--- src/rtl/npu_pkg.sv ---
// +--------------------------------------------------------------------------+
// | npu_pkg : shared image geometry, window constants and fetch FSM states   |
// | Rev 1.0                                                                  |
// +--------------------------------------------------------------------------+
`default_nettype none

package npu_pkg;

  localparam int IMG_W    = 30;
  localparam int IMG_H    = 30;
  localparam int K        = 3;
  localparam int ADDR_W   = 10;
  localparam int N_TAPS   = K * K;
  localparam int WIN_SPAN = IMG_W - K + 1;
  localparam int N_WIN    = (IMG_W - K + 1) ** 2;
  localparam int WIN_ROWS = N_WIN / WIN_SPAN;
  localparam int PIX_W    = $clog2(IMG_W * IMG_H);
  localparam int POS_W    = 5;
  localparam int TAP_W    = 4;
  localparam int WIN_BITS = 8 * N_TAPS;

  // Taps run row-major inside the window: tap t sits at (t / K, t % K).
  localparam logic [TAP_W-1:0] TAP_LAST = TAP_W'(N_TAPS - 1);

  typedef enum logic [2:0] {
    ST_IDLE    = 3'd0,
    ST_ISSUE   = 3'd1,
    ST_CAPTURE = 3'd2,
    ST_PRESENT = 3'd3,
    ST_DONE    = 3'd4
  } fetch_state_t;

  // True for the rightmost tap of a window row, where the pointer jumps to the next image row.
  function automatic logic tap_row_end(input logic [TAP_W-1:0] tap);
    logic r;
    r = 1'b0;
    for (int i = 1; i <= K; i++) begin
      if (tap == TAP_W'(i * K - 1)) r = 1'b1;
    end
    return r;
  endfunction

endpackage

`default_nettype wire

--- src/rtl/img_tap_addr_gen.sv ---
// +--------------------------------------------------------------------------+
// | img_tap_addr_gen : incremental pixel pointer -> bank select and address  |
// | Rev 1.0                                                                  |
// +--------------------------------------------------------------------------+
`default_nettype none

module img_tap_addr_gen
  import npu_pkg::*;
(
  input  logic              clk,
  input  logic              reset,
  input  logic              clear,
  input  logic              step_tap,
  input  logic              step_win,
  input  logic [POS_W-1:0]  col,
  input  logic [TAP_W-1:0]  tap,
  output logic [1:0]        bank,
  output logic [ADDR_W-1:0] addr
);

  logic [PIX_W-1:0] base_q, base_d;
  logic [PIX_W-1:0] pix_q, pix_d;

  // The pointer parks on the last tap so the address holds outside ISSUE.
  always_comb begin
    base_d = base_q;
    pix_d  = pix_q;
    if (clear) begin
      base_d = '0;
      pix_d  = '0;
    end else if (step_win) begin
      base_d = base_q + ((col == POS_W'(WIN_SPAN - 1)) ? PIX_W'(K) : PIX_W'(1));
      pix_d  = base_d;
    end else if (step_tap && (tap != TAP_LAST)) begin
      pix_d = pix_q + (tap_row_end(tap) ? PIX_W'(IMG_W - K + 1) : PIX_W'(1));
    end
  end

  always_ff @(posedge clk) begin
    if (reset) begin
      base_q <= '0;
      pix_q  <= '0;
    end else begin
      base_q <= base_d;
      pix_q  <= pix_d;
    end
  end

  assign bank = pix_q[1:0];
  assign addr = ADDR_W'(pix_q >> 2);

endmodule

`default_nettype wire

--- src/rtl/image_window_fetch.sv ---
// +--------------------------------------------------------------------------+
// | image_window_fetch : streams every KxK window of the image to the conv   |
// | engine. Optional IMG_FETCH_STALL_CNT_EN adds stall_count. Rev 1.0        |
// +--------------------------------------------------------------------------+
`default_nettype none

module image_window_fetch
  import npu_pkg::*;
(
  input  logic                clk,
  input  logic                reset,
  input  logic                start,
  output logic [ADDR_W-1:0]   image_ram_addr_b,
  input  logic [7:0]          q_image0,
  input  logic [7:0]          q_image1,
  input  logic [7:0]          q_image2,
  input  logic [7:0]          q_image3,
  output logic                win_valid,
  input  logic                win_ready,
  output logic [WIN_BITS-1:0] window_data,
  output logic [POS_W-1:0]    win_row,
  output logic [POS_W-1:0]    win_col,
  output logic                busy,
  output logic                done
`ifdef IMG_FETCH_STALL_CNT_EN
  ,
  output logic [31:0]         stall_count
`endif
);

  fetch_state_t        state_q, state_d;
  logic [POS_W-1:0]    row_q, row_d, col_q, col_d;
  logic [TAP_W-1:0]    tap_q, tap_d, cap_tap_q, cap_tap_d;
  logic [1:0]          cap_bank_q, cap_bank_d;
  logic                cap_en_q, cap_en_d;
  logic [WIN_BITS-1:0] window_data_q, window_data_d;
  logic                win_valid_q, win_valid_d;
  logic                busy_q, busy_d;
  logic                done_q, done_d;
  logic                gen_clear, gen_step_tap, gen_step_win;
  logic [1:0]          gen_bank;
  logic [7:0]          bank_byte;
  logic                accept, last_win;
`ifdef IMG_FETCH_STALL_CNT_EN
  logic [31:0]         stall_count_q, stall_count_d;
`endif

  img_tap_addr_gen u_addr_gen (
    .clk      (clk),
    .reset    (reset),
    .clear    (gen_clear),
    .step_tap (gen_step_tap),
    .step_win (gen_step_win),
    .col      (col_q),
    .tap      (tap_q),
    .bank     (gen_bank),
    .addr     (image_ram_addr_b)
  );

  assign accept   = win_valid_q && win_ready;
  assign last_win = (row_q == POS_W'(WIN_ROWS - 1)) && (col_q == POS_W'(WIN_SPAN - 1));

  always_comb begin
    case (cap_bank_q)
      2'd0:    bank_byte = q_image0;
      2'd1:    bank_byte = q_image1;
      2'd2:    bank_byte = q_image2;
      default: bank_byte = q_image3;
    endcase
  end

  always_comb begin
    state_d      = state_q;
    row_d        = row_q;
    col_d        = col_q;
    tap_d        = tap_q;
    win_valid_d  = win_valid_q;
    busy_d       = busy_q;
    done_d       = 1'b0;
    gen_clear    = 1'b0;
    gen_step_tap = 1'b0;
    gen_step_win = 1'b0;
    // Read data lags the address by one cycle, so bank and tap travel with it.
    cap_en_d     = (state_q == ST_ISSUE);
    cap_tap_d    = tap_q;
    cap_bank_d   = gen_bank;

    window_data_d = window_data_q;
    if (cap_en_q) begin
      for (int t = 0; t < N_TAPS; t++) begin
        if (cap_tap_q == TAP_W'(t)) window_data_d[WIN_BITS-1-8*t -: 8] = bank_byte;
      end
    end

    case (state_q)
      ST_IDLE: begin
        if (start) begin
          state_d   = ST_ISSUE;
          row_d     = '0;
          col_d     = '0;
          tap_d     = '0;
          busy_d    = 1'b1;
          gen_clear = 1'b1;
        end
      end
      ST_ISSUE: begin
        gen_step_tap = 1'b1;
        if (tap_q == TAP_LAST) begin
          state_d = ST_CAPTURE;
          tap_d   = '0;
        end else begin
          tap_d = tap_q + TAP_W'(1);
        end
      end
      ST_CAPTURE: begin
        state_d     = ST_PRESENT;
        win_valid_d = 1'b1;
      end
      ST_PRESENT: begin
        if (accept) begin
          win_valid_d = 1'b0;
          if (last_win) begin
            state_d = ST_DONE;
            busy_d  = 1'b0;
            done_d  = 1'b1;
          end else begin
            state_d      = ST_ISSUE;
            gen_step_win = 1'b1;
            if (col_q == POS_W'(WIN_SPAN - 1)) begin
              col_d = '0;
              row_d = row_q + POS_W'(1);
            end else begin
              col_d = col_q + POS_W'(1);
            end
          end
        end
      end
      ST_DONE: begin
        state_d = ST_IDLE;
      end
      default: begin
        state_d = ST_IDLE;
      end
    endcase

`ifdef IMG_FETCH_STALL_CNT_EN
    stall_count_d = stall_count_q;
    if ((state_q == ST_IDLE) && start) begin
      stall_count_d = '0;
    end else if (win_valid_q && !win_ready && (stall_count_q != 32'hFFFF_FFFF)) begin
      stall_count_d = stall_count_q + 32'd1;
    end
`endif
  end

  always_ff @(posedge clk) begin
    if (reset) begin
      state_q       <= ST_IDLE;
      row_q         <= '0;
      col_q         <= '0;
      tap_q         <= '0;
      cap_tap_q     <= '0;
      cap_bank_q    <= '0;
      cap_en_q      <= 1'b0;
      window_data_q <= '0;
      win_valid_q   <= 1'b0;
      busy_q        <= 1'b0;
      done_q        <= 1'b0;
`ifdef IMG_FETCH_STALL_CNT_EN
      stall_count_q <= '0;
`endif
    end else begin
      state_q       <= state_d;
      row_q         <= row_d;
      col_q         <= col_d;
      tap_q         <= tap_d;
      cap_tap_q     <= cap_tap_d;
      cap_bank_q    <= cap_bank_d;
      cap_en_q      <= cap_en_d;
      window_data_q <= window_data_d;
      win_valid_q   <= win_valid_d;
      busy_q        <= busy_d;
      done_q        <= done_d;
`ifdef IMG_FETCH_STALL_CNT_EN
      stall_count_q <= stall_count_d;
`endif
    end
  end

  assign win_valid   = win_valid_q;
  assign window_data = window_data_q;
  assign win_row     = row_q;
  assign win_col     = col_q;
  assign busy        = busy_q;
  assign done        = done_q;
`ifdef IMG_FETCH_STALL_CNT_EN
  assign stall_count = stall_count_q;
`endif

endmodule

`default_nettype wire

--- config.mk ---
export PLATFORM = sky130hd
export DESIGN_NAME = image_window_fetch
export DESIGN_NICKNAME = d
export VERILOG_FILES = /design/src/rtl/npu_pkg.sv /design/src/rtl/img_tap_addr_gen.sv /design/src/rtl/image_window_fetch.sv
export SDC_FILE = /design/constraint.sdc
export NUM_CORES = 1
export LEC_CHECK = 0
export ABC_AREA = 1
export CAP_MARGIN = 20
export CORE_AREA = 2 2 107 109
export CTS_CLUSTER_DIAMETER = 60
export DETAILED_ROUTE_END_ITERATION = 8
export DIE_AREA = 0 0 109 111
export PLACE_DENSITY = 0.79
export SLEW_MARGIN = 20
export SYNTH_ARGS = -nofsm -noshare
export SYNTH_HDL_FRONTEND = slang
export SYNTH_HIERARCHICAL = 1
export SYNTH_SLANG_ARGS = --single-unit
--- constraint.sdc ---
create_clock -name clk -period 2.2 [get_ports clk]
set_input_delay 0.44 -clock clk [delete_from_list [all_inputs] [get_ports clk]]
set_output_delay 0.44 -clock clk [all_outputs]
set_load 0.005 [all_outputs]
# After elaboration in Yosys (flattened, before gate mapping)
# Cells that the tools add are included.
dict set report op_classes {
  multipliers 0
  n_mux 41
  n_shift 0
  n_addsub 5
  bitwise 2
  magnitude_cmp 0
  n_reduce_logical 27
  n_div 0
  n_eq_ne 25
}
# operator count
set op_table {}
lappend op_table {{$mux W5} 8}
lappend op_table {{$pmux W8 S3} 1}
lappend op_table {{$reduce_and A2 Y1} 11}
lappend op_table {{$add A10 B10 Y10} 2}
lappend op_table {{$eq A4 B3 Y1 const B} 5}
lappend op_table {{$mux W10} 2}
lappend op_table {{$pmux W5 S2} 2}
lappend op_table {{$mux W1} 17}
lappend op_table {{$eq A4 B2 Y1 const B} 3}
lappend op_table {{$mux W3} 4}
lappend op_table {{$pmux W3 S4} 1}
lappend op_table {{$add A5 B1 Y5 const B} 2}
lappend op_table {{$eq A5 B5 Y1 const B} 2}
lappend op_table {{$ne A2 B2 Y1 const B} 5}
lappend op_table {{$eq A4 B4 Y1 const B} 2}
lappend op_table {{$mux W4} 2}
lappend op_table {{$pmux W4 S2} 1}
lappend op_table {{$reduce_and A4 Y1} 2}
lappend op_table {{$reduce_bool A2 Y1} 4}
lappend op_table {{$eq A3 B2 Y1 const B} 2}
lappend op_table {{$reduce_and A5 Y1} 1}
lappend op_table {{$add A4 B1 Y4 const B} 1}
lappend op_table {{$eq A4 B1 Y1 const B} 1}
lappend op_table {{$logic_not A4 Y1} 1}
lappend op_table {{14 further kinds} 18}
dict set report totals {
  mem_bits_rw 0
  latchBits 0
  inputBits 36
  ff_bits 119
  memories 0
  output_inout_bits 95
  wordCells 121
  rom_bits 0
}

# Longest topological paths before layout
dict set report logic_depth {
  ltp_word 11
  mapped_depth 13
  ltp_nobuf 13
}

# By module
# The synthesis kept the hierarchy.
# mod seq_area_each_um2 area_per_inst_um2 n_inst cells_per_inst
set modules_own_cells {}
lappend modules_own_cells {image_window_fetch 1981.9 3971.3 1 485}
lappend modules_own_cells {img_tap_addr_gen 400.4 1387.6 1 219}

# Worst setup path after synthesis
# Ideal clock, no wire load.
dict set report synth_path {
  path_kind {reg2reg}
  start {register row_q[0], in the netlist win_row[0]}
  end {register u_addr_gen.pix_q[3]}
  t_required_ns 2.090
  arrival_time_ns 1.701
  setup_ns 0.110
  stages_incl_launch_ff 12
  path_buffers 0
  synth_period_minus_slack_ns 1.811
  path_slack_ns 0.389
  path_cell_list {dfxtp_1 ha_1 nand2_1 nor2_1 nand2_1 nand2_1 nor2_1 inv_1 nand2_2 or2_2 nand3_1 inv_1}
}
dict set report synth_via {
  elab_chain_len 6
  word_cells_on_any_way 7
  classes_between {eq/ne: 1; mux: 4; reduce/logical: 2}
}
# item line
set synth_lines {}
lappend synth_lines {{start, declared} image_window_fetch.sv:32} ;# logic [POS_W-1:0] row_q, row_d, col_q, col_d;
lappend synth_lines {{start signal, assigned} image_window_fetch.sv:174} ;# row_q <= row_d;
lappend synth_lines {{$eq A5 B5 Y1 *} image_window_fetch.sv:61} ;# assign last_win = (row_q == POS_W'(WIN_ROWS - 1)) && (col_q == POS_W'(WIN_SPAN - 1));
lappend synth_lines {{$logic_and A1 B1 Y1 *} image_window_fetch.sv:61}
lappend synth_lines {{$mux W1 *} image_window_fetch.sv:122} ;# if (last_win) begin
lappend synth_lines {{$mux W1 *} image_window_fetch.sv:120} ;# if (accept) begin
lappend synth_lines {{$mux W1 *} image_window_fetch.sv:95} ;# case (state_q)
lappend synth_lines {{net gen_step_win} image_window_fetch.sv:40} ;# logic gen_clear, gen_step_tap, gen_step_win;
lappend synth_lines {{$mux W10 / $reduce_bool A2 Y1 (equally long branches)} --}
lappend synth_lines {{end signal, assigned} img_tap_addr_gen.sv:45} ;# pix_q <= pix_d;
lappend synth_lines {{end, declared} img_tap_addr_gen.sv:22} ;# logic [PIX_W-1:0] pix_q, pix_d;
# Mark *: on every way through the listed nets, which the timed path passes. The rest lies on a longest branch.
# A chain may end at the register's enable or synchronous reset.

# Worst setup path after layout
dict set report layout_path {
  start {register tap_q[1], in the netlist cap_tap_d[1]}
  end {register u_addr_gen.pix_q[6]}
}
dict set report layout_via {
  elab_chain_len 11
  word_cells_on_any_way 16
  classes_between {add/sub: 1; eq/ne: 4; mux: 9; reduce/logical: 2}
}
# item line
set layout_lines {}
lappend layout_lines {{start, declared} image_window_fetch.sv:33} ;# logic [TAP_W-1:0] tap_q, tap_d, cap_tap_q, cap_tap_d;
lappend layout_lines {{start signal, assigned} image_window_fetch.sv:176} ;# tap_q <= tap_d;
lappend layout_lines {{$eq A4 B2 Y1} npu_pkg.sv:38} ;# if (tap == TAP_W'(i * K - 1)) r = 1'b1;
lappend layout_lines {{$mux W1 (3 in series)} npu_pkg.sv:38}
lappend layout_lines {{$mux W1} img_tap_addr_gen.sv:34} ;# end else if (step_tap && (tap != TAP_LAST)) begin
lappend layout_lines {{$mux W1} img_tap_addr_gen.sv:31} ;# end else if (step_win) begin
lappend layout_lines {{$mux W1} img_tap_addr_gen.sv:28} ;# if (clear) begin
lappend layout_lines {{$mux W5} img_tap_addr_gen.sv:35} ;# pix_d = pix_q + (tap_row_end(tap) ? PIX_W'(IMG_W - K + 1) : PIX_W'(1));
lappend layout_lines {{$add A10 B10 Y10} img_tap_addr_gen.sv:35}
lappend layout_lines {{$mux W10} img_tap_addr_gen.sv:34}
lappend layout_lines {{$mux W10} img_tap_addr_gen.sv:31}
# Several ways; a longest one is shown, not always the timed one. The select of a mux whose other input is x is not followed.

==> results.rst <==
.. list-table::
   :header-rows: 1

   * - Metric
     - Value
   * - Setup violation total in the final timing report
     - 0
   * - Synthesized cell area
     - 5360 sq um
   * - Flip-flop and latch count after synthesis
     - 119
   * - Initial drt markers
     - 356
   * - Routed wire per std cell
     - 15.2 microns
   * - Commonest non-fill, non-tap cell in the layout
     - clkdlybuf4s50_1
   * - Area post-placement
     - 6770 sq um
   * - Clock transition at the registers of the reported paths
     - 0.06 ns
   * - Setup crit end kind
     - flop
   * - Yosys cell types
     - 33
   * - Unrepaired setup endpoints after global routing
     - true
   * - Largest incremental delay on the critical path
     - 0.42 ns
   * - Top-level I/O count
     - 131
   * - Fin. max-slew vios
     - 0
   * - Die footprint
     - 12100 sq um
   * - Total wire length
     - 15100 microns
   * - Type of origin of the critical path
     - flop
   * - Width of the die
     - 109 microns
   * - CORE AREA
     - 11100 sq um
   * - Clock buffer count from CTS
     - 17
   * - CP Cell Sequence
     - inv_1 > nand4_1 > nand3_2 > ha_1 > or2_2 > nand3b_1 > nand2_1 > nand2_1 > nand3_1 > a21oi_1
   * - Post-CTS setup buffers
     - 0
   * - Total half-perimeter wirelength after legalization and detailed placement
     - 10600 microns
   * - Antenna fix cells
     - 0
   * - Maximum number of pins on one net before global-route repair
     - 49
   * - P per Cell Area
     - 930 nW/um^2
   * - Global-route wire length before repair
     - 24100 microns
   * - Clock tree from TritonCTS
     - yes
   * - Detailed-routing iteration count for the pre-antenna-repair pass
     - 5
   * - Worst-case clock buffer depth
     - 2
   * - Max capacitance violation total
     - 0
   * - Worst hold-check path type
     - reg2reg
   * - Number of port buffers
     - 128
   * - Relative max-transition margin
     - 44.6%
   * - Y dimension of the die
     - 111 microns
   * - Remaining global-route overflow
     - 0
   * - Total vias in the final route
     - 5450
   * - Count of clock tree sinks
     - 119
   * - Area delta synth->final
     - 37.3%
   * - Detailed-route vias per instance
     - 5.47
   * - Critical path peak fanout
     - 5
   * - Data arrival, critical path
     - 2.39 ns
   * - Post-Synthesis Cells
     - 704
   * - Number of antenna violations at the first check in global routing
     - 0
   * - Starting utilization of the core area
     - 48.4%
   * - Crit path required time
     - 2.53 ns
   * - Design Area, Final
     - 7360 sq um
   * - Placer congestion estimate
     - 0.929
   * - Maximum resistive drop on vdd
     - 0.672 mV
   * - Fmax achieved
     - 486 MHz
   * - Crit path kind
     - reg2reg
   * - All-layer global routing usage
     - 25.0%
   * - Final worst clock skew
     - 0.00752 ns
   * - Share of the yosys chip area belonging to registers
     - 44.5%
   * - Flop-to-flop setup slack
     - 0.14 ns
   * - Post-route fraction of the period consumed by the critical path
     - 93.5%
   * - DRC errors left
     - 0
   * - Row Count
     - 39
   * - Residual antenna-violating net count after detailed routing
     - 0
   * - Min cycle time layout
     - 2.06 ns
   * - Setup total negative slack
     - 0 ns
   * - Later-pin clock latency in the skew report
     - 0.41 ns
   * - Number of global-route vias before repair
     - 5151
   * - Slowest stage cell, crit path
     - dfxtp_1
   * - Cell at the root of the clock tree
     - clkbuf_16
   * - Leading cell types in the layout, fill and taps excluded
     - clkdlybuf4s50_1 (128), dfxtp_1 (117), nand2_1 (110)
   * - WHS
     - 0.484 ns
   * - CTS H-Tree Depth
     - 4
   * - Leak Pwr
     - 0.00289 uW
   * - Final core utilization
     - 66.4%
   * - Pin slew with the least headroom to its limit
     - 0.827 ns
   * - Warnings, synthesis
     - 6
   * - Final Hold Fails
     - 0
   * - Ratio of cells with drive above 1 in the final layout
     - 12.0%
   * - Avg Inst Size Synth
     - 7.61 sq um
   * - Layout net count
     - 887
   * - Result of the run
     - complete, no violations
   * - CP most frequent cell
     - nand2_1
==> kinds of logic after synthesis <==
family	synth area share (%)
AOI/OAI and AO/OA	20.6
xor gates and xnor gates	1.14
adders and majority gates	2.71
buffers and inverters	7.47
DFF	44.5
other	0.0700
and+or+nand+nor	23.5
==> cell type report <==
| type | count | area [sq um] |
|---|---|---|
| clock buffers | 18 | 439 |
| clock inverters | 14 | 113 |
| multi-input cells | 500 | 2610 |
| flip-flops and latches | 119 | 2380 |
| inverters | 55 | 206 |
| repair buffers | 147 | 1420 |
| fillers | 930 | 3720 |
| well taps | 143 | 179 |
==> layer usage <==
layer | global-route usage (%) | vias up | wire (microns)
met2 | 42.6 | 229 | 7400
met4 | 10.7 | 0 | 437
met5 | 0 | - | 0
met3 | 5.70 | 38 | 1080
li1 | - | 2651 | -
met1 | 29.8 | 2532 | 6230
==> per-stage QoR <==
| step | power (uW) | cells | worst slack, ns |
|---|---|---|---|
| floorplan | 3660 | 705 | 0.389 |
| global placement | 4240 | 964 | 0.194 |
| detailed placement | 4300 | 964 | 0.111 |
| CTS | 6820 | 996 | 0.110 |
| global route | 7210 | 996 | -0.0180 |
| finish | 6840 | 996 | 0.143 |
==> final timing paths <==
kind | from | to | depth (start not counted)
max | cap_tap_d[1] | u_addr_gen/pix_q[6] | 10
min | u_addr_gen/pix_q[0] | cap_bank_q[0] | 2
max reg2reg | cap_tap_d[1] | u_addr_gen/pix_q[6] | 10
min reg2reg | u_addr_gen/pix_q[0] | cap_bank_q[0] | 2
==> report_power, final <==
part	switching (uW)	total (uW)	internal (uW)
Combinational	1020	1740	718
Clock	1040	2540	1490
Sequential	217	2560	2340
==> sequential cells by signal, summed over array words and instances, names as in the netlist <==
name and flops:
win_valid 1, cap_en_q 1, window_data 72, cap_tap_q 4
u_addr_gen/base_q 10, cap_tap_d 4, u_addr_gen/pix_q 10, state_q 3
cap_bank_q 2, done 1, busy 1, win_col 5
win_row 5
==> Yosys cell counts (all sizes together) <==
| cell type | instances | share of area, % |
|---|---|---|
| nor2 | 67 | 5.3 |
| ha | 10 | 2.3 |
| a21oi | 104 | 10 |
| a22o | 1 | 0.16 |
| nand3b | 6 | 0.84 |
| or2 | 3 | 0.35 |
| dfxtp | 119 | 44 |
| inv | 55 | 3.9 |
| xor2 | 4 | 0.65 |
| nand3 | 54 | 5.6 |
| nor3 | 4 | 0.47 |
| buf | 22 | 3.0 |
| nand4 | 13 | 1.5 |
| nand2 | 123 | 9.5 |
| o21ai | 103 | 10 |
| fa | 1 | 0.37 |
| conb | 1 | 0.070 |
| a31oi | 2 | 0.23 |
| clkbuf | 9 | 0.63 |
| xnor2 | 3 | 0.49 |
==> repair_timing <==
item                                    CTS  global route
hold buffers                              0             0
hold endpoints to repair                  0             0
endpoints found under the setup margin    0            11
gates resized for setup                   0            10
==> critical path: cells and delay by family (launching register included) <==
family	cells	cell delay [ns]
AND/OR/NAND/NOR	7	0.97
adder cells (fa/ha/maj)	1	0.37
AO/OA/AOI/OAI	1	0.14
flip-flops	1	0.42
buffers and inverters	1	0.10
(Power assumes the default switching activity.)
